==> config.mk <==
export PLATFORM = sky130hd
export DESIGN_NAME = dmem_arbiter
export DESIGN_NICKNAME = d
export VERILOG_FILES = /design/src/rtl/dmem_arbiter_pkg.sv /design/src/rtl/dmem_burst_ctr.sv /design/src/rtl/dmem_arbiter.sv
export SDC_FILE = /design/constraint.sdc
export NUM_CORES = 1
export LEC_CHECK = 0
export ABC_CLOCK_PERIOD_IN_PS = 1700
export CORE_MARGIN = 2
export CORE_UTILIZATION = 36
export DETAILED_ROUTE_END_ITERATION = 10
export GPL_TIMING_DRIVEN = 0
export PLACE_DENSITY = 0.89
export SLEW_MARGIN = 20
export SYNTH_ARGS = -nofsm -noshare
export SYNTH_HDL_FRONTEND = slang
export SYNTH_SLANG_ARGS = --single-unit
==> constraint.sdc <==
create_clock -name clk -period 1.7 [get_ports clk]
set_clock_uncertainty 0.15 [all_clocks]
set_input_delay 0.34 -clock clk [delete_from_list [all_inputs] [get_ports clk]]
set_output_delay 0.34 -clock clk [all_outputs]
set_load 0.02 [all_outputs]
==> src/rtl/dmem_arbiter_pkg.sv <==
// rtl/dmem_arbiter_pkg.sv - shared types and parameter defaults for the data-memory arbiter
package dmem_arbiter_pkg;

  typedef enum logic [2:0] {
    IDLE     = 3'd0,
    WR       = 3'd1,
    RD_ISSUE = 3'd2,
    RD_DRAIN = 3'd3,
    DONE     = 3'd4
  } state_t;

  typedef enum logic {
    OWN_D = 1'b0,
    OWN_I = 1'b1
  } owner_t;

  localparam int DEF_DATA_W = 16;
  localparam int DEF_ADDR_W = 16;
  localparam int DEF_BURST  = 8;
  localparam int DEF_LAT    = 4;

endpackage

==> src/rtl/dmem_burst_ctr.sv <==
// rtl/dmem_burst_ctr.sv - issue and return word counters for one block-read burst
module dmem_burst_ctr #(
  parameter int BURST = 8
) (
  input  logic                     clk,
  input  logic                     rst,
  input  logic                     clr,
  input  logic                     issue_inc,
  input  logic                     ret_inc,
  output logic [$clog2(BURST)-1:0] issue_cnt,
  output logic [$clog2(BURST)-1:0] ret_idx,
  output logic                     issue_last,
  output logic                     ret_last
);

  localparam int CW = $clog2(BURST);
  localparam int RW = CW + 1;
  localparam logic [CW-1:0] ISSUE_MAX = CW'(BURST - 1);
  localparam logic [RW-1:0] RET_MAX   = RW'(BURST - 1);
  localparam logic [RW-1:0] RET_FULL  = RW'(BURST);

  // ret_cnt runs one past the last index so it can sit at BURST once the block is home
  logic [RW-1:0] ret_cnt;
  logic          ret_full;

  assign issue_last = (issue_cnt == ISSUE_MAX);
  assign ret_last   = (ret_cnt == RET_MAX);
  assign ret_full   = (ret_cnt == RET_FULL);
  assign ret_idx    = ret_cnt[CW-1:0];

  // Counters clear between transactions; the return counter never advances past a full block
  always_ff @(posedge clk or negedge rst) begin
    if (!rst) begin
      issue_cnt <= '0;
      ret_cnt   <= '0;
    end else if (clr) begin
      issue_cnt <= '0;
      ret_cnt   <= '0;
    end else begin
      if (issue_inc) begin
        issue_cnt <= issue_cnt + CW'(1);
      end
      if (ret_inc && !ret_full) begin
        ret_cnt <= ret_cnt + RW'(1);
      end
    end
  end

endmodule

==> src/rtl/dmem_arbiter.sv <==
// rtl/dmem_arbiter.sv - round-robin arbiter sharing one pipelined data memory between D and I sides
module dmem_arbiter
  import dmem_arbiter_pkg::*;
#(
  parameter int DATA_W = DEF_DATA_W,
  parameter int ADDR_W = DEF_ADDR_W,
  parameter int BURST  = DEF_BURST,
  parameter int LAT    = DEF_LAT
) (
  input  logic                     clk,
  input  logic                     rst,
  input  logic                     d_req,
  input  logic                     d_wr,
  input  logic [ADDR_W-1:0]        d_addr,
  input  logic [DATA_W-1:0]        d_wdata,
  output logic                     d_grant,
  output logic                     d_rvalid,
  output logic                     d_done,
  input  logic                     i_req,
  input  logic [ADDR_W-1:0]        i_addr,
  output logic                     i_grant,
  output logic                     i_rvalid,
  output logic                     i_done,
  output logic [DATA_W-1:0]        rdata,
  output logic [$clog2(BURST)-1:0] rword,
  output logic                     mem_en,
  output logic                     mem_wr,
  output logic [ADDR_W-1:0]        mem_addr,
  output logic [DATA_W-1:0]        mem_wdata,
  input  logic [DATA_W-1:0]        mem_rdata,
  input  logic                     mem_rvalid
);

  localparam int CW = $clog2(BURST);
  localparam logic [ADDR_W-1:0] BLK_MASK = ~ADDR_W'(2 * BURST - 1);
  localparam logic [31:0]       LAT_U    = 32'(LAT);

  state_t            state, state_nx;
  owner_t            owner, last_grant, winner;
  logic              any_req;
  logic [ADDR_W-1:0] addr_q;
  logic [DATA_W-1:0] wdata_q;
  logic [ADDR_W-1:0] base;
  logic [CW-1:0]     issue_cnt, ret_idx;
  logic [31:0]       issue_ext;
  logic              issue_last, ret_last;
  logic              issue_inc, rd_active, ret_acc;

  assign any_req   = d_req | i_req;
  assign base      = addr_q & BLK_MASK;
  assign issue_ext = 32'(issue_cnt);

  // A return during RD_ISSUE is only genuine once the first address has had LAT cycles;
  // anything earlier is a leftover from a burst aborted by reset.
  assign ret_acc = rd_active & mem_rvalid & ((state == RD_DRAIN) | (issue_ext >= LAT_U));

  // Pick the winner among current requesters; on a tie the side that did not go last wins
  always_comb begin
    winner = OWN_D;
    if (d_req && i_req) begin
      winner = (last_grant == OWN_D) ? OWN_I : OWN_D;
    end else if (i_req) begin
      winner = OWN_I;
    end
  end

  // State register plus owner/address/data capture at the moment of grant
  always_ff @(posedge clk or negedge rst) begin
    if (!rst) begin
      state      <= IDLE;
      owner      <= OWN_D;
      last_grant <= OWN_I;
      addr_q     <= '0;
      wdata_q    <= '0;
    end else begin
      state <= state_nx;
      if (state == IDLE && any_req) begin
        owner      <= winner;
        last_grant <= winner;
        addr_q     <= (winner == OWN_I) ? i_addr : d_addr;
        wdata_q    <= d_wdata;
      end
    end
  end

  // Next-state decode and memory-side strobes
  always_comb begin
    state_nx  = state;
    mem_en    = 1'b0;
    mem_wr    = 1'b0;
    mem_addr  = '0;
    mem_wdata = '0;
    issue_inc = 1'b0;
    rd_active = 1'b0;
    unique case (state)
      IDLE: begin
        if (any_req) begin
          state_nx = (winner == OWN_D && d_wr) ? WR : RD_ISSUE;
        end
      end
      WR: begin
        mem_en    = 1'b1;
        mem_wr    = 1'b1;
        mem_addr  = addr_q;
        mem_wdata = wdata_q;
        state_nx  = DONE;
      end
      RD_ISSUE: begin
        mem_en    = 1'b1;
        mem_addr  = base | ADDR_W'({issue_cnt, 1'b0});
        issue_inc = 1'b1;
        rd_active = 1'b1;
        if (issue_last) begin
          state_nx = RD_DRAIN;
        end
      end
      RD_DRAIN: begin
        rd_active = 1'b1;
        if (ret_acc && ret_last) begin
          state_nx = DONE;
        end
      end
      DONE: begin
        state_nx = IDLE;
      end
      default: begin
        state_nx = IDLE;
      end
    endcase
  end

  assign d_grant  = (state != IDLE) && (owner == OWN_D);
  assign i_grant  = (state != IDLE) && (owner == OWN_I);
  assign d_done   = (state == DONE) && (owner == OWN_D);
  assign i_done   = (state == DONE) && (owner == OWN_I);
  assign d_rvalid = ret_acc && (owner == OWN_D);
  assign i_rvalid = ret_acc && (owner == OWN_I);
  assign rdata    = ret_acc ? mem_rdata : '0;
  assign rword    = ret_acc ? ret_idx : '0;

  dmem_burst_ctr #(
    .BURST(BURST)
  ) u_ctr (
    .clk       (clk),
    .rst       (rst),
    .clr       (state == IDLE),
    .issue_inc (issue_inc),
    .ret_inc   (ret_acc),
    .issue_cnt (issue_cnt),
    .ret_idx   (ret_idx),
    .issue_last(issue_last),
    .ret_last  (ret_last)
  );

endmodule

## Word level (Yosys, flattened, before mapping)

Index checks and enable logic that the tools add are counted.

- Add/sub/neg operators: 2
- $lt $le $gt $ge: 1
- Equality and inequality tests: 10
- Multiplexer cells: 21
- Bitwise gates (word level): 7
- Reductions and logical operators: 19

Operators by type and width:

| kind | number |
|---|---|
| $mux 16 | 3 |
| $pmux 16 s2 | 1 |
| $mux 3 | 6 |
| $or 16x4->16 | 1 |
| $pmux 3 s4 | 1 |
| $logic_and 1x1->1 | 11 |
| $mux 4 | 2 |
| $mux 1 | 7 |
| $eq 3x2->1 const B | 2 |
| $eq 3x3->1 const B | 2 |
| $add 4x1->4 const B | 1 |
| $eq 4x3->1 const B | 1 |
| $eq 4x4->1 const B | 1 |
| $ne 2x2->1 const B | 2 |
| $reduce_bool 2->1 | 2 |
| $reduce_or 2->1 | 2 |
| $add 3x1->3 const B | 1 |
| $eq 3x1->1 const B | 1 |
| $ge 3x3->1 const B | 1 |
| $logic_not 3->1 | 1 |
| $reduce_and 3->1 | 1 |
| $reduce_bool 3->1 | 1 |
| $and 1x1->1 | 2 |
| $mux 2 | 1 |
| 4 further kinds | 6 |

- Bits in registers: 44
- Output and inout bits: 59
- Logic and storage cells: 67

## Longest topological paths before layout

Gate-level depths: netlist (run 1).

- Word-level depth: 8
- Gate-level depth with buffers: 5
- Gate-level depth less buffers: 4

## By module

Synthesis (run 1) repeated with hierarchy kept, for this count alone.

- Cells, all modules: 223
- Area, all modules: 2650.0 um^2

By module, submodules not included:

| module | times used | cells each | area an instance (um^2) | seq. area each (um^2) |
|---|---|---|---|---|
| dmem_arbiter | 1 | 183 | 2247.2 | 927.1 |
| dmem_burst_ctr | 1 | 40 | 402.9 | 175.2 |

## Worst setup path after synthesis (run 1)

No wires, ideal clock.

- Kind: register to output
- Start point: register state[0]
- End point: output port mem_wdata[10]
- Arrival time: 1553 ps
- Required time: 1210 ps
- Slack: -343 ps
- Cell stages (with the launch flop): 5
- Buffers on the path: 2
- Path through: dfrtp_1 buf_2 nor3b_2 clkbuf_1 and2_1

- Longest elaborated chain between the ends: 2

Ends and longest elaborated chain:

| what | line | text |
|---|---|---|
| start: declaration | dmem_arbiter.sv:38 | `state_t state, state_nx;` |
| start signal: assignment | dmem_arbiter.sv:76 | `state <= state_nx;` |
| $eq 3x1->1 | dmem_arbiter.sv:95 | `unique case (state)` |
| $mux 16 | dmem_arbiter.sv:95 |  |
| end: declaration | dmem_arbiter.sv:29 | `output logic [DATA_W-1:0] mem_wdata,` |

No other way between the ends.

## Final worst setup path (run 1)

- Start point: register state[0]
- End point: output port mem_addr[14]

- Longest elaborated chain between the ends: 2

Ends and longest elaborated chain:

| what | line | text |
|---|---|---|
| $eq 3x2->1 / $eq 3x1->1 (equally long branches) | dmem_arbiter.sv:95 |  |
| $pmux 16 s2 (*) | dmem_arbiter.sv:95 |  |
| end: declaration | dmem_arbiter.sv:28 | `output logic [ADDR_W-1:0] mem_addr,` |

Mark *: on every way between the ends. The rest lies on a longest branch, timed or not.

==> reports/metrics.yaml, run 1 <==
status:
  status: "finished with violations"
  violations: "negative setup slack"
synth:
  seq_area_frac_synth_pct: 45.0
  ys.flop_type: "dfrtp_1"
  yosysWarnings: 0
  avgSynthCellArea_um2: 10.2
  synthArstFlopShare_pct: 100
  synth_seq_cells: 44
  synthTopCellsByArea: "dfrtp_1, and2_1, mux2i_1"
  synth_top_area_cell: "dfrtp_1"
  synth_edf_count: 0
  synth_cell_types: 42
  synth_area_mm2: 0.00245
  synth_top_area_share_pct: 44.0
  synth_cells: 239
  syn-num-nets: 313
power_and_ir_drop:
  vdd_ir_drop_max_mv: 1.11
  p_leak_nw: 2.31
  power.total_w: 0.00851
  p_per_area_mw_per_mm2: 1660
cells_and_area:
  fillers: 363
  seqCellArea_mm2: 0.00111
  n_antenna_cell: 0
  final_cells: 504
  drive_above_1_share_pct: 59.4
  final_net_count: 497
  multiInputGateArea_mm2: 0.00175
  syn_to_final_growth_pct: 110
  final_util_pct: 76.8
clock_network:
  root_buffer: "clkbuf_8"
  cts_sinks: 44
  clk_latency_ps: 310
  tritoncts: "built"
  cts_buffer_depth: 2
  numCtsBuffers: 5
  h-tree-depth: 2
  path_clk_slew_ps: 90
worst_setup_path:
  crit_required_ps: 1210
  endpoint_kind: "primary output"
  cp_common_cell: "buf_6"
  start_kind: "flop"
  worstSetupPathType: "flop to primary output"
  cpPeakStageDelay_ps: 470
  crit_slowest_cell: "dfrtp_2"
  crit_path_max_fanout: 5
  worst_ep_arrival_time_ps: 1740
  path_cells: "buf_6 -> nor2b_4 -> o21ba_4 -> buf_8 -> and2_4 -> buf_6"
timing:
  fin_ws_ps: -531
  fin_crit_ps: 2230
  fmax_mhz: 448
  finalSetupViolations: 83
  rsz0062_at_grt: "true"
  slew_headroom_pct: 69.2
  hold_viol: 0
  slew_violations: 0
  hold_slack_ps: 347
  tightest_slew_ps: 462
  period_share_pct: 131
place:
  place_congestion: 0.796
  dp_cells: 448
  portBuffers: 128
  hpwl_mm: 5.35
  pre_cts_ws_ps: -1010
floorplanning:
  start_util_pct: 36.6
  die_area_mm2: 0.00747
  num_rows: 30
  core-area_mm2: 0.00668
  die_w_um: 86.5
  ios: 129
  dieHeight_um: 86.5
detailed_routing:
  drtIter0Drc: 240
  dr.pass1.iters: 5
  vias: 2879
  wirelength_mm: 10.8
  drc_errors: 0
  via_per_inst: 5.71
  antenna_left: 0
  wl_per_cell_um: 21.4
grt:
  gr-total-overflow: 0
  grt_start_max_net_pins: 29
  antenna_found_initial: 0
  grt_pass1_vias: 2741
  gr-usage-all-layers_pct: 24.3
  grt_pass1_wl_mm: 14.2
min_path:
  hold_path_class: "input pin to asynchronous set/reset pin"
run:
  maxCapViolCount: 0
## flip-flops by register name, summed over array words and instances, names as in the netlist
signal	flops
addr_q	16
last_grant	1
owner	1
state	3
u_ctr.issue_cnt	3
u_ctr.ret_cnt	4
wdata_q	16
## per-layer routing
layer	track usage (%)	vias to the layer above	routed length, um
met2	44.8	204	5810
li1	-	1211	-
met4	7.95	0	468
met3	4.57	56	819
met5	0	-	0
met1	28.2	1408	3670
## final cells by class
class                           count  share of cell area (%)
Clock inverter                      1                   0.146
Multi-Input combinational cell    177                    34.0
Tap cell                           80                    1.95
Sequential cell                    44                    21.6
Timing Repair Buffer              177                    37.0
Clock buffer                        7                    1.68
Buffer                             13                    3.24
Inverter                            5                   0.366
## what timing repair did
item,CTS,global route
hold endpoints to repair,16,0
gates resized for setup,441,99
setup endpoints to repair,89,97
cloned,3,4
hold buffers,1,0
pin swaps,41,50
buffers inserted,27,18
## through the flow
stage / cell area [um^2] / setup TNS, ps
4_1_cts: 4680 / -23030
3_3_place_gp: 4000 / -102350
5_1_grt: 5130 / -34450
3_5_place_dp: 4020 / -60690
6_report: 5130 / -31300
2_1_floorplan: 2620 / -2140
## synthesized netlist by cell type, drive strengths merged (2+ instances only)
master  count
and2       47
dfrtp      43
o21ai      36
mux2       17
mux2i      17
nor2       12
clkbuf      8
buf         6
nand2       6
inv         5
nor3        5
ha          4
a22oi       3
nand3       3
nor2b       3
a22o        2
a31o        2
nand4b      2
## critical path, delay by kind of cell (launching register included)
family                 cells  cell delay (ps)
AOI/OAI and AO/OA          1              240
buffers and inverters      3              400
DFF                        1              470
and+or+nand+nor            2              320
## placed cells by master (no fill, tap or decap), drive strengths merged, types with 6 or more instances in the layout
cell type and n:
nand2 6, mux2 17, and2 47, clkbuf 17
o21ai 37, nor2 12, mux2i 17, dfrtp 43
buf 112, clkdlybuf4s50 65
## power breakdown
part	internal, W	switching (W)	total [W]
logic	0.00320	0.00254	0.00573
registers	0.00155	0.000503	0.00205
clock network	0.000331	0.000391	0.000722
## final timing paths
check	startpoint	endpoint	slack (ps)	depth (start not counted)
setup / recovery	state[0]	mem_addr[14]	-530	6
hold / removal	rst	wdata_q[14]	350	2
setup reg to reg	state[2]	wdata_q[15]	-310	6
hold reg to reg	addr_q[6]	addr_q[6]	360	2
max in group asynchronous	rst	last_grant	480	3
min in group clk	addr_q[6]	addr_q[6]	360	2
## cells by family (layout without fill, tap and decap cells)
| group | Yosys count | count (layout) | share of synthesized area (%) |
|---|---|---|---|
| flops | 44 | 44 | 45.0 |
| compound gates | 53 | 54 | 13.4 |
| mux | 34 | 34 | 14.8 |
| fa+ha+maj | 4 | 4 | 2.05 |
| buf+inv | 19 | 203 | 3.68 |
| simple gates | 85 | 85 | 21.0 |
(Power assumes the default switching activity.)
==> run 2, diff against run 1 <==
Settings changed: ABC_AREA set to 1, CORE_UTILIZATION 36 to 37, PLACE_DENSITY 0.89 to 0.9.
==> run 2 against run 1 <==
  * First-iteration DRC count shrank 79%
  * The run still ends with negative setup slack left
  * Fmax grew 3.0%
  * Worst setup slack gained 65 ps
  * Highest routed layer unchanged
  * Area after synthesis grew 5.1%
  * Synthesized cell count grew 36%
  * Sequential share of layout area grew 0.31 points
==> reports/metrics.yaml, run 2 <==
detailed_routing:
  wl_per_cell_um: 15.1  # -29%
  via_per_inst: 4.91  # -14%
  dr.pass1.iters: 4  # -1
  drc_errors: 0  # unchanged
  wirelength_mm: 8.60  # -20%
  vias: 2787  # -3.2%
  antenna_left: 0  # unchanged
  drtIter0Drc: 50  # -79%
synth:
  synth_top_area_cell: "dfrtp_1"
  synth_top_area_share_pct: 41.8  # -2.1 points
  yosys.cell_count.top_type: "nor2_1"
  avgSynthCellArea_um2: 7.89  # -23%
  synthTopCellsByArea: "dfrtp_1, nor2_1, inv_1"
  yosysWarnings: 0  # unchanged
  synth_top_family_by_area: "simple AND/OR/NAND/NOR gates"
  yosys.area_share.xor_xnor_pct: 0.681  # +0.68 points
  synthMuxAreaShare_pct: 0  # -15 points
  synth_cell_types: 24  # -43%
  synthSimpleGateAreaFrac_pct: 20.3  # -0.67 points
  synth_cells: 326  # +36%
  syn-num-nets: 400  # +28%
  synth_compound_area_share_pct: 19.8  # +6.3 points
  synthArstFlopShare_pct: 100  # unchanged
  ys.flop_type: "dfrtp_1"
  synth_area_mm2: 0.00257  # +5.1%
  synth_edf_count: 0  # unchanged
  seq_area_frac_synth_pct: 42.9  # -2.2 points
  synth_fa_ha_area_share_pct: 1.95  # -0.099 points
  synth_seq_cells: 44  # unchanged
  synth_common_cells: "nor2_1, inv_1, dfrtp_1"
power_and_ir_drop:
  swShare_pct: 44.1  # +3.8 points
  vdd_ir_drop_max_mv: 1.05  # -5.8%
  p_comb_share_pct: 68.5  # +1.1 points
  power.total_w: 0.00852  # +0.15%
  switching_power_w: 0.00376  # +9.5%
  seqPwrFrac_pct: 21.4  # -2.7 points
  p_clk_share_pct: 10.1  # +1.6 points
  p_leak_nw: 2.32  # +0.53%
  internal_power_w: 0.00476  # -6.2%
  p_per_area_mw_per_mm2: 1690  # +1.9%
clock_network:
  clk_latency_ps: 310  # about the same
  root_buffer: "clkbuf_8"
  cts_sinks: 44  # unchanged
  tritoncts: "built"
  h-tree-depth: 2  # unchanged
  cts_buffer_depth: 2  # unchanged
  path_clk_slew_ps: 80  # about the same
  numCtsBuffers: 5  # unchanged
floorplanning:
  die_w_um: 87.4  # +1.1%
  start_util_pct: 38.1  # +1.4 points
  die_area_mm2: 0.00763  # +2.1%
  dieHeight_um: 87.4  # +1.1%
  ios: 129  # unchanged
  num_rows: 30  # unchanged
  core-area_mm2: 0.00676  # +1.1%
cells_and_area:
  fillers: 488  # +34%
  syn_to_final_growth_pct: 96.1
  final_cells: 568  # +13%
  final_net_count: 561  # +13%
  final_common_cell: "clkdlybuf4s50_1"
  n_antenna_cell: 0  # unchanged
  top_regs: "addr_q x16, wdata_q x16, u_ctr.ret_cnt x4"
  drive_above_1_share_pct: 43.6  # -16 points
  mostFrequentLayoutCells: "clkdlybuf4s50_1, inv_1, nor2_4, buf_6, dfrtp_1"
  final_util_pct: 74.6  # -2.2 points
worst_setup_path:
  worst_ep_arrival_time_ps: 1680  # -60 ps
  endpoint_kind: "primary output"
  crit_path_max_fanout: 5  # unchanged
  start_kind: "flop"
  crit_required_ps: 1210  # about the same
  worstSetupPathType: "flop to primary output"
place:
  pre_cts_ws_ps: -685  # +326 ps
  hpwl_mm: 5.95  # +11%
  portBuffers: 128  # unchanged
  place_congestion: 0.803  # +0.87%
  dp_cells: 535  # +19%
timing:
  finalSetupViolations: 92  # +11%
  fin_setup_tns_ps: -27710  # +3580 ps
  rsz0062_at_grt: "true"
  fin_ws_ps: -466  # +65.0 ps
  slew_violations: 0  # unchanged
  tightest_slew_ps: 460  # -1.46 ps
  hold_viol: 0  # unchanged
  slew_headroom_pct: 69.3  # +0.097 points
  fmax_mhz: 462  # +3.0%
  period_share_pct: 127  # -3.8 points
  fin_crit_ps: 2170  # -65.0 ps
grt:
  gr-usage-all-layers_pct: 21.9  # -2.4 points
  grt_start_max_net_pins: 30  # +3.4%
  grt_pass1_wl_mm: 13.2  # -6.6%
  grt_pass1_vias: 2809  # +2.5%
  antenna_found_initial: 0  # unchanged
  gr-total-overflow: 0  # unchanged
min_path:
  hold_path_class: "flop to flop"
status:
  status: "finished with violations"
  violations: "negative setup slack"
run:
  maxCapViolCount: 0  # unchanged
[run 2: cell types whose count changed after synthesis, sizes merged, moves of 5 or more]
| cell | previous run | this run |
|---|---|---|
| mux2 | 17 | 0 |
| nand2 | 6 | 42 |
| nand3 | 3 | 11 |
| mux2i | 17 | 0 |
| nor2 | 12 | 76 |
| inv | 5 | 71 |
| nor3 | 5 | 0 |
| o21ai | 36 | 42 |
| and2 | 47 | 0 |
| o22ai | 1 | 17 |
[run 2: per-layer routing]
layer / global-route usage (%) / share of wire, % / up-vias
met5: 0 / 0 / -
met4: 6.15 / 1.7 / 0
met3: 4.83 / 6.1 / 16
met2: 40.0 / 56 / 94
met1: 25.5 / 36 / 1350
li1: - / - / 1327
[run 2: repair_timing]
item / CTS / global route
endpoints found under the hold margin: 15 / 0
setup endpoints to repair: 70 / 92
gates resized for setup: 369 / 13
pin swaps: 7 / 3
setup buffers: 11 / 8
hold buffers: 1 / 0
gates cloned: 3 / 2
[run 2: area by class of cell]
class	count	area, um^2	area share [%]
inverters	71	274	5.43
repair buffers	154	1650	32.6
well taps	80	100	1.99
multi-input cells	197	1550	30.8
clock buffers	6	82.6	1.64
flip-flops and latches	44	1100	21.9
clock inverters	2	38.8	0.769
plain buffers	14	244	4.84
[run 2: kinds of logic (layout without fill, tap and decap cells)]
group                    after synthesis  after routing
XOR/XNOR                               2              2
adder cells (fa/ha/maj)                4              4
buffers and inverters                 85            247
AND/OR/NAND/NOR                      129            129
AO/OA/AOI/OAI                         62             62
flip-flops                            44             44
[run 2: power by group through the flow]
stage,Combinational (W),Sequential [W],Clock (W)
2_1_floorplan,0.00335,0.00176,0
3_3_place_gp,0.00464,0.00180,0
3_5_place_dp,0.00477,0.00183,0
4_1_cts,0.00545,0.00181,0.000859
5_1_grt,0.00622,0.00187,0.000913
6_report,0.00584,0.00182,0.000861
[run 2: path summary, 6_finish.rpt]
kind	startpoint	endpoint	slack [ps]	depth (start not counted)
worst min-delay path	last_grant	last_grant	330	2
worst max register to register	state[0]	wdata_q[8]	-180	11
max in group asynchronous	rst	last_grant	480	3
min in group asynchronous	rst	wdata_q[0]	340	2
worst min register to register	last_grant	last_grant	330	2
worst max-delay path	state[0]	rword[0]	-470	8
[run 2: critical path, cell delays in order (launching register included)]
cell	delay (ps)
dfrtp_1	400
buf_6	120
nor2_4	170
nand3_4	110
nand2_4	110
nand2_8	80
clkbuf_16	180
nor2_4	90
buf_6	120
[run 2: through the flow]
| stage | hold slack (ps) | area, um^2 |
|---|---|---|
| after floorplan | -106 | 3030 |
| after global placement | 312 | 4410 |
| after detailed placement | 142 | 4420 |
| after CTS | 324 | 4860 |
| after global routing | 338 | 5040 |
| final | 326 | 5040 |
==> run 3, diff against run 2 <==
Settings changed: SKIP_LAST_GASP set to 1.
==> run 3 against run 2 <==
  * The flow still finishes with violations (negative setup slack)
  * Die area stayed put
  * Total power shrank 2.5%
  * Via count fell by 2.4%
  * Flip-flop and latch count is the same
  * Sequential power about the same
  * Utilization is 1.5 points lower
  * Critical path type unchanged
==> reports/metrics.yaml, run 3 (synthesis results as in run 2) <==
detailed_routing:
  wl_per_cell_um: 14.5  # -4.4%
  antenna_left: 0  # unchanged
  drc_errors: 0  # unchanged
  drtIter0Drc: 77  # +54%
  via_per_inst: 4.82  # -1.7%
  dr.pass1.iters: 4  # unchanged
  wirelength_mm: 8.17  # -5.1%
  vias: 2721  # -2.4%
worst_setup_path:
  crit_required_ps: 1210  # about the same
  crit_slowest_cell: "dfrtp_1"
  crit_path_max_fanout: 10  # +5
  endpoint_kind: "primary output"
  worst-path-buf-inv: 4  # +1
  path_cells: "buf_6 -> nor2_4 -> nand2_2 -> nand2_4 -> inv_4 -> buf_12 -> nor2_4 -> buf_6"
  start_kind: "flop"
  worstSetupPathType: "flop to primary output"
  worst_ep_arrival_time_ps: 1670  # about the same
  crit_family: "simple AND/OR/NAND/NOR gates"
  cpPeakStageDelay_ps: 390  # about the same
floorplanning:
  die_w_um: 87.4  # unchanged
  core-area_mm2: 0.00676  # unchanged
  num_rows: 30  # unchanged
  start_util_pct: 38.1  # unchanged
  die_area_mm2: 0.00763  # unchanged
  dieHeight_um: 87.4  # unchanged
  ios: 129  # unchanged
power_and_ir_drop:
  p_per_area_mw_per_mm2: 1680  # -0.48%
  p_leak_nw: 2.28  # -1.6%
  power.total_w: 0.00831  # -2.5%
  vdd_ir_drop_max_mv: 1.03  # -1.5%
grt:
  antenna_found_initial: 0  # unchanged
  grt_start_max_net_pins: 30  # unchanged
  grt_pass1_wl_mm: 13.1  # -0.68%
  gr-usage-all-layers_pct: 21.7  # -0.16 points
  gr-total-overflow: 0  # unchanged
  grt_pass1_vias: 2793  # -0.57%
cells_and_area:
  top_regs: "addr_q x16, wdata_q x16, u_ctr.ret_cnt x4"
  syn_to_final_growth_pct: 92.2
  drive_above_1_share_pct: 43.2  # -0.47 points
  n_antenna_cell: 0  # unchanged
  final_cells: 564  # -0.70%
  final_util_pct: 73.1  # -1.5 points
  mostFrequentLayoutCells: "clkdlybuf4s50_1, inv_1, nor2_4, dfrtp_1, buf_6"
  final_net_count: 557  # -0.71%
  final_area_mm2: 0.00494  # -2.0%
  final_common_cell: "clkdlybuf4s50_1"
place:
  portBuffers: 128  # unchanged
  hpwl_mm: 5.95  # unchanged
  placed_area_mm2: 0.00442  # unchanged
  place_congestion: 0.803  # unchanged
  dp_cells: 535  # unchanged
timing:
  fmax_mhz: 462  # +0.15%
  tightest_slew_ps: 488  # +28.1 ps
  period_share_pct: 127  # -0.20 points
  rsz0062_at_grt: "true"
  fin_setup_tns_ps: -25730  # +1980 ps
  finalSetupViolations: 92  # unchanged
  hold_viol: 0  # unchanged
  fin_crit_ps: 2160  # -3.32 ps
  fin_ws_ps: -463  # +3.32 ps
  slew_headroom_pct: 67.4  # -1.9 points
  slew_violations: 0  # unchanged
status:
  status: "finished with violations"
  violations: "negative setup slack"
clock_network:
  cts_sinks: 44  # unchanged
  tritoncts: "built"
  h-tree-depth: 2  # unchanged
  root_buffer: "clkbuf_8"
  cts_buffer_depth: 2  # unchanged
  path_clk_slew_ps: 80  # about the same
  clk_latency_ps: 300  # about the same
  numCtsBuffers: 5  # unchanged
min_path:
  hold_path_class: "flop to flop"
run:
  maxCapViolCount: 0  # unchanged
## run 3: changes by cell type in the layout (fill, tap and decap cells not counted), sizes merged
cell and change:
clkbuf -1, buf -3
## run 3: worst min-delay path, delay by kind of cell (launching register included)
| family | cells | cell delay (ps) |
|---|---|---|
| simple gates | 2 | 100 |
| flops | 1 | 380 |
## run 3: timing repair
item / in CTS / in global routing
endpoints found under the hold margin: 15 / 0
gates resized for setup: 359 / 15
setup endpoints to repair: 70 / 92
buffers inserted: 11 / 5
cloned: 3 / 1
hold buffers: 1 / 0
pin swaps: 6 / 3
## run 3: metrics by stage
step / hold slack, ps / setup slack [ps]
global route: 338 / -557
detailed placement: 142 / -685
finish: 323 / -463
global placement: 312 / -1050
CTS: 324 / -457
floorplan: -106 / -134
## run 3: where the power goes
| part | total, W | internal [W] | switching (W) |
|---|---|---|---|
| sequential | 0.00182 | 0.00156 | 0.000258 |
| combinational | 0.00564 | 0.00260 | 0.00304 |
| clock | 0.000849 | 0.000481 | 0.000369 |
| total | 0.00831 | 0.00464 | 0.00367 |
## run 3: cell type report
type	instances	area, um^2
sequential	44	1100
buffer	14	249
clock buffer	6	82.6
multi-input combinational	197	1550
inverter	71	274
clock inverter	2	38.8
tap	80	100
fill	502	1820
timing repair buffer	150	1540
## run 3: path summary, 6_finish.rpt
kind	cells past startpoint	endpoint	from	slack (ps)
setup / recovery	8	mem_addr[10]	state[0]	-460
hold / removal	2	last_grant	last_grant	320
setup reg to reg	11	wdata_q[8]	state[0]	-170
hold reg to reg	2	last_grant	last_grant	320
max in group asynchronous	3	last_grant	rst	490
min in group asynchronous	2	wdata_q[0]	rst	350
## run 3: metal layers
layer	global-route usage, %	wire (um)	up-vias	share of wire (%)
met2	39.7	4460	88	55
met3	4.93	507	18	6.2
met4	6.01	172	0	2.1
met1	25.3	3030	1297	37
li1	-	-	1318	-
met5	0	0	-	0
